--- config.mk ---
export PLATFORM = sky130hd
export DESIGN_NAME = antilog_dec_flat
export DESIGN_NICKNAME = d
export VERILOG_FILES = /design/src/rtl/mitchell_pkg.sv /design/src/rtl/antilog_dec_if.sv /design/src/rtl/therm_dec.sv /design/src/rtl/antilog_dec.sv /design/src/flat_wrapper.sv
export SDC_FILE = /design/constraint.sdc
export NUM_CORES = 1
export LEC_CHECK = 0
export ABC_AREA = 0
export CAP_MARGIN = 20
export CELL_PAD_IN_SITES_DETAIL_PLACEMENT = 1
export CELL_PAD_IN_SITES_GLOBAL_PLACEMENT = 1
export CORE_ASPECT_RATIO = 1.75
export CORE_UTILIZATION = 41
export DETAILED_ROUTE_END_ITERATION = 10
export PLACE_DENSITY = 0.82
export SETUP_SLACK_MARGIN = 0.05
export SYNTH_ARGS = -nofsm -noshare
export SYNTH_HDL_FRONTEND = slang
export SYNTH_SLANG_ARGS = --single-unit
--- constraint.sdc ---
create_clock -name clk -period 2 [get_ports clk]
set_input_delay 0.4 -clock clk [delete_from_list [all_inputs] [get_ports clk]]
set_output_delay 0.4 -clock clk [all_outputs]
set_load 0.02 [all_outputs]
--- src/rtl/mitchell_pkg.sv ---
// mitchell_pkg: shared Mitchell log/antilog widths and constants for encoder and decoder sides.
package mitchell_pkg;
  localparam int W = 8;
  localparam int FW = W - 1;
  localparam int KW = 4;
  localparam int OW = 2 * W;
  localparam int K_MAX = 2 * W - 2;
  localparam logic [OW-1:0] SAT = '1;
endpackage

--- src/rtl/antilog_dec_if.sv ---
// antilog_dec_if: log-domain input and linear-domain output handshakes of the antilog decoder.
interface antilog_dec_if #(
  parameter int W = mitchell_pkg::W,
  parameter int KW = mitchell_pkg::KW,
  parameter int OW = mitchell_pkg::OW
);
  logic in_valid;
  logic in_ready;
  logic in_zero;
  logic [KW-1:0] in_k;
  logic [W-2:0] in_frac;
  logic out_valid;
  logic out_ready;
  logic [OW-1:0] out_value;
  logic [OW-1:0] out_therm;
  logic out_ovf;
  modport slave (
    input in_valid, in_zero, in_k, in_frac, out_ready,
    output in_ready, out_valid, out_value, out_therm, out_ovf
  );
  modport master (
    output in_valid, in_zero, in_k, in_frac, out_ready,
    input in_ready, out_valid, out_value, out_therm, out_ovf
  );
endinterface

--- src/rtl/therm_dec.sv ---
// therm_dec: index to thermometer mask with bits 0..k set; inverse of the leading-one encoder.
module therm_dec #(
  parameter int KW = mitchell_pkg::KW,
  parameter int OW = mitchell_pkg::OW
) (
  input  logic [KW-1:0] i_k,
  output logic [OW-1:0] o_mask
);
  // The extra <<1 makes bit k itself part of the mask; k = OW-1 naturally yields all ones.
  assign o_mask = ~(({OW{1'b1}} << i_k) << 1);
endmodule

--- src/rtl/antilog_dec.sv ---
// antilog_dec: two-stage Mitchell antilog (S1 decode, S2 shift) with valid/ready handshakes.
module antilog_dec #(
  parameter int W = mitchell_pkg::W,
  parameter int KW = mitchell_pkg::KW,
  parameter int OW = mitchell_pkg::OW
) (
  input logic clk,
  input logic rst_n,
  antilog_dec_if.slave bus
);
  import mitchell_pkg::*;
  localparam int IW = W + K_MAX;
  localparam logic [KW-1:0] KM = KW'(K_MAX);
  logic r_s1_v, r_s1_zero, r_s1_ovf;
  logic [KW-1:0] r_s1_k;
  logic [W-2:0] r_s1_frac;
  logic [OW-1:0] r_s1_therm;
  logic r_s2_v, r_s2_ovf;
  logic [OW-1:0] r_s2_value, r_s2_therm;
  logic w_s2_ld, w_s1_ld, w_ovf;
  logic [OW-1:0] w_mask, w_value;
  logic [IW-1:0] w_shift;
  assign w_s2_ld = !r_s2_v || bus.out_ready;
  assign bus.in_ready = !r_s1_v || w_s2_ld;
  assign w_s1_ld = bus.in_valid && bus.in_ready;
  assign w_ovf = !bus.in_zero && (bus.in_k > KM);
  therm_dec #(.KW(KW), .OW(OW)) u_therm (.i_k(bus.in_k), .o_mask(w_mask));
  // Full-width shift so no mantissa bit is lost before dropping the FW fraction bits.
  assign w_shift = {{(IW-W){1'b0}}, 1'b1, r_s1_frac} << r_s1_k;
  assign w_value = OW'(w_shift >> (W - 1));
  always_ff @(posedge clk or negedge rst_n) begin
    if (!rst_n) begin
      r_s1_v <= 1'b0;
      r_s1_zero <= 1'b0;
      r_s1_ovf <= 1'b0;
      r_s1_k <= '0;
      r_s1_frac <= '0;
      r_s1_therm <= '0;
    end else begin
      if (bus.in_ready) r_s1_v <= bus.in_valid;
      if (w_s1_ld) begin
        r_s1_zero <= bus.in_zero;
        r_s1_ovf <= w_ovf;
        r_s1_k <= bus.in_k;
        r_s1_frac <= bus.in_frac;
        r_s1_therm <= bus.in_zero ? '0 : w_ovf ? SAT : w_mask;
      end
    end
  end
  always_ff @(posedge clk or negedge rst_n) begin
    if (!rst_n) begin
      r_s2_v <= 1'b0;
      r_s2_ovf <= 1'b0;
      r_s2_value <= '0;
      r_s2_therm <= '0;
    end else if (w_s2_ld) begin
      r_s2_v <= r_s1_v;
      if (r_s1_v) begin
        r_s2_ovf <= r_s1_ovf;
        r_s2_value <= r_s1_zero ? '0 : r_s1_ovf ? SAT : w_value;
        r_s2_therm <= r_s1_therm;
      end
    end
  end
  assign bus.out_valid = r_s2_v;
  assign bus.out_value = r_s2_value;
  assign bus.out_therm = r_s2_therm;
  assign bus.out_ovf = r_s2_ovf;
endmodule

--- src/flat_wrapper.sv ---
// flat-port wrapper written by rule: the top's interface ports become plain ports
module antilog_dec_flat import mitchell_pkg::*;
#(
  parameter int W = mitchell_pkg::W,
  parameter int KW = mitchell_pkg::KW,
  parameter int OW = mitchell_pkg::OW
)
  (clk, rst_n, bus_in_valid, bus_in_zero, bus_in_k, bus_in_frac, bus_out_ready, bus_in_ready, bus_out_valid, bus_out_value, bus_out_therm, bus_out_ovf);
  antilog_dec_if #(.W(W), .KW(KW), .OW(OW)) bus_i ();
  input logic clk;
  input logic rst_n;
  input wire logic [$bits(bus_i.in_valid)-1:0] bus_in_valid;
  input wire logic [$bits(bus_i.in_zero)-1:0] bus_in_zero;
  input wire logic [$bits(bus_i.in_k)-1:0] bus_in_k;
  input wire logic [$bits(bus_i.in_frac)-1:0] bus_in_frac;
  input wire logic [$bits(bus_i.out_ready)-1:0] bus_out_ready;
  output wire logic [$bits(bus_i.in_ready)-1:0] bus_in_ready;
  output wire logic [$bits(bus_i.out_valid)-1:0] bus_out_valid;
  output wire logic [$bits(bus_i.out_value)-1:0] bus_out_value;
  output wire logic [$bits(bus_i.out_therm)-1:0] bus_out_therm;
  output wire logic [$bits(bus_i.out_ovf)-1:0] bus_out_ovf;
  assign bus_i.in_valid = bus_in_valid;
  assign bus_i.in_zero = bus_in_zero;
  assign bus_i.in_k = bus_in_k;
  assign bus_i.in_frac = bus_in_frac;
  assign bus_i.out_ready = bus_out_ready;
  assign bus_in_ready = bus_i.in_ready;
  assign bus_out_valid = bus_i.out_valid;
  assign bus_out_value = bus_i.out_value;
  assign bus_out_therm = bus_i.out_therm;
  assign bus_out_ovf = bus_i.out_ovf;
  antilog_dec #(.W(W), .KW(KW), .OW(OW)) u_core (.clk(clk), .rst_n(rst_n), .bus(bus_i));
endmodule
==> results.cfg, run 1 <==
[outcome]
outcome = finished clean

[clock_tree]
cts_setup_buffers = 0
tritoncts_clock_tree = built
clkSinkCount = 64
clock_slew_at_the_register_clock_pins_of_the_worst_setup_and_hold_paths_ns = 0.06
ctsRootBufferMaster = clkbuf_16
ctsHoldBuffers = 0
cts_buffers = 9
cts_htree_levels = 3
clock_insertion_delay_worst_skew_ns = 0.33
clk_path_buf_depth = 2

[placement]
place_ws_ns = -0.0365
numPortBuffers = 50
placed_cell_area_sq_mm = 0.00364
detailedPlacementHpwl_microns = 5000
finalWeightedCongestion = 0.879

[flow_run]
timing.max_cap.violations = 0

[logic_synthesis]
sequential_element_share_of_the_synthesized_area_pct = 54.2
postSynthCellCount = 260
fraction_of_synthesized_cell_area_taken_by_the_top_area_cell_type_pct = 54.2
synth_enable_flop_cells = 0
postSynthAreaPerCell_sq_um = 11.4
synthTopCellsByArea = dfrtp_1 54%, mux2_2 11%, nand2_1 4.4%
ys_seq_elements = 64
ys.flop_type = dfrtp_1
syn_area_sq_mm = 0.00296
yosys.cell_types.count = 39
synth_async_sr_flop_share_pct = 100
syn-num-nets = 276
post-synth-top-area-cell = dfrtp_1
ys.warnings.count = 0

[detailed_routing]
drcViolationCount = 0
number_of_vias_in_the_routed_layout = 2257
routed_via_density = 5.56
drt-initial-drc-count = 66
route.final.wire_length_microns = 7380
ant_nets = 0
detailedRoute.firstPassIterationCount = 4
wl_per_cell_microns = 18.2

[power_and_ir_drop]
total_power_mw = 4.42
total_leakage_power_nw = 1.73
power-per-cell-area_mw_per_mm2 = 1120
worst_ir_drop_on_vdd_mv = 0.575

[timing]
timing.hold.ws_ns = 0.0600
rsz_0062_raised_after_global_routing = false
postLayoutSetupSlackWorst_ns = 0.232
report.final.slew_viol_count = 0
timing_worst_slew_pin_value_ns = 0.451
finalCriticalPeriod_ns = 1.77
timing.max_slew.rel_slack_pct = 69.9
max_clock_freq_mhz = 566
report.final.hold_viol_count = 0
setup_viol_count_final = 0
skew_ns = 0.00734
final.period_utilization_pct = 88.4

[floorplan]
pin_count = 51
floorplan.initialDensity_pct = 42.8
chipWidth_microns = 66.2
floorplan.rows = 40
die_y_microns = 114
core_area_sq_mm = 0.00691
design.die.area_sq_mm = 0.00757

[hold_path]
timing.hold.worst.class = in -> async

[global_route]
grt_util_all_layers_pct = 21.9
overflow = 0
grt_pass1_vias = 2393
grt_pass1_wl_microns = 12100
antenna_violations_before_repair = 0
grt_start_max_net_pins = 65

[setup_path]
rrSetupSlack_ns = 0.23
critical_path_launch_point_type = flop
criticalPathCategory = reg -> reg
worst_ep_required_ns = 2.22
worst-path-max-fanout = 11
cp-end-kind = flop
worst-endpoint-arrival_ns = 1.98

[final_layout]
antennaDiodeCount = 0
post_route_cells_drive_above_1_share_pct = 21.4
stdcell_area_sq_mm = 0.00396
finalNetCount = 333
area_delta_synth_final_pct = 34.1
finalCoreUtilization_pct = 57.4
==> registers in the layout, indices dropped and copies added, names as in the netlist <==
signal and flops:
u_core.bus.out_therm 16, u_core.bus.out_value 16, u_core.r_s1_therm 16, u_core.r_s1_frac 7, u_core.r_s1_k 4, u_core.bus.out_ovf 1
u_core.bus.out_valid 1, u_core.r_s1_ovf 1, u_core.r_s1_v 1, u_core.r_s1_zero 1
==> worst max-delay path: stages, from the launching register on <==
cell and delay, ns:
dfrtp_2 0.49, buf_4 0.18, mux2i_1 0.35, mux4_2 0.33, o21ai_0 0.08, a22o_1 0.21
==> kinds of logic after synthesis <==
kind of cell	Yosys count	share of synthesized area, %
and+or+nand+nor	67	10.8
DFF	64	54.2
AOI/OAI and AO/OA	61	14.1
muxes	43	17.1
buffers and inverters	25	3.81
==> routing by layer <==
layer | track usage (%) | part of all wire [%]
met5 | 0 | 0
met4 | 14.8 | 4.5
met3 | 4.88 | 3.1
met2 | 37.3 | 54
met1 | 23.6 | 38
==> metrics by stage <==
step | TNS [ns] | std cells
2_1_floorplan | 0 | 260
3_3_place_gp | -0.0224 | 390
3_5_place_dp | -0.0365 | 390
4_1_cts | 0 | 406
5_1_grt | 0 | 406
6_report | 0 | 406
==> placed cells by master (no fill, tap or decap), drive strengths merged, types with 2 or more instances in the layout <==
master / n
a211oi: 2
a21oi: 5
a221oi: 2
a22o: 6
a22oi: 2
a31oi: 3
buf: 19
bufinv: 2
clkbuf: 11
clkdlybuf4s50: 48
clkinvlp: 2
dfrtp: 64
inv: 3
mux2: 29
mux2i: 11
mux4: 3
nand2: 35
nand2b: 7
nand3: 2
nand3b: 2
nor2: 6
nor2b: 4
nor3: 3
o21ai: 21
o31ai: 12
o41ai: 2
or3: 2
==> worst paths after layout <==
path,start,to,cells after the start
max in group asynchronous,rst_n,u_core.r_s1_k[1]$_DFFE_PN0P_,2
worst max-delay path,u_core.r_s1_k[1]$_DFFE_PN0P_,u_core.bus.out_value[9]$_DFFE_PN0P_,5
worst max register to register,u_core.r_s1_k[1]$_DFFE_PN0P_,u_core.bus.out_value[9]$_DFFE_PN0P_,5
worst min register to register,u_core.bus.out_ovf$_DFFE_PN0P_,u_core.bus.out_ovf$_DFFE_PN0P_,2
min in group clk,u_core.bus.out_ovf$_DFFE_PN0P_,u_core.bus.out_ovf$_DFFE_PN0P_,2
worst min-delay path,rst_n,u_core.bus.out_therm[5]$_DFFE_PN0P_,2
==> repair_timing <==
action                                  in CTS  in global routing
gates resized for setup                      1                  1
pin swaps                                    0                  0
endpoints found under the setup margin       1                  3
endpoints found under the hold margin        0                  0
==> synthesized netlist by cell type, types with 2 or more instances <==
cell	n
or3_1	2
nand2_1	35
a31oi_1	3
a221oi_1	2
buf_6	2
o21ai_0	19
nor3_1	3
o41ai_1	2
nand3_1	2
nor2_1	6
a22oi_1	2
inv_1	3
buf_2	3
clkbuf_1	17
a211oi_1	2
mux2i_1	11
dfrtp_1	64
o31ai_1	12
mux4_2	3
a21oi_1	5
mux2_2	29
a22o_1	6
nand3b_1	2
nand2b_1	7
nor2b_1	4
==> area by class of cell <==
class                           instances  area [sq um]
Multi-Input combinational cell        171          1240
Timing Repair Buffer                   68           679
Inverter                                3          11.3
Sequential cell                        64          1600
Clock inverter                          5          80.1
Tap cell                               84           105
Clock buffer                           11           243
Fill cell                             726          2940
==> power by group <==
part	leakage (nW)	switching, mW	internal [mW]
Sequential	0.819	0.167	1.49
Clock	0.152	0.552	1.12
Combinational	0.758	0.538	0.557
Total	1.73	1.26	3.16
Power figures use the tool's default switching activity.
==> run 2, diff against run 1 <==
--- a/config.mk
+++ b/config.mk
@@ -11,6 +11,7 @@
 export CELL_PAD_IN_SITES_GLOBAL_PLACEMENT = 1
 export CORE_ASPECT_RATIO = 1.75
 export CORE_UTILIZATION = 41
+export CTS_CLUSTER_DIAMETER = 100
 export DETAILED_ROUTE_END_ITERATION = 10
 export PLACE_DENSITY = 0.82
 export SETUP_SLACK_MARGIN = 0.05
==> results of run 2 <==
No change in the layout: final DEF, timing and power equal those of run 1.
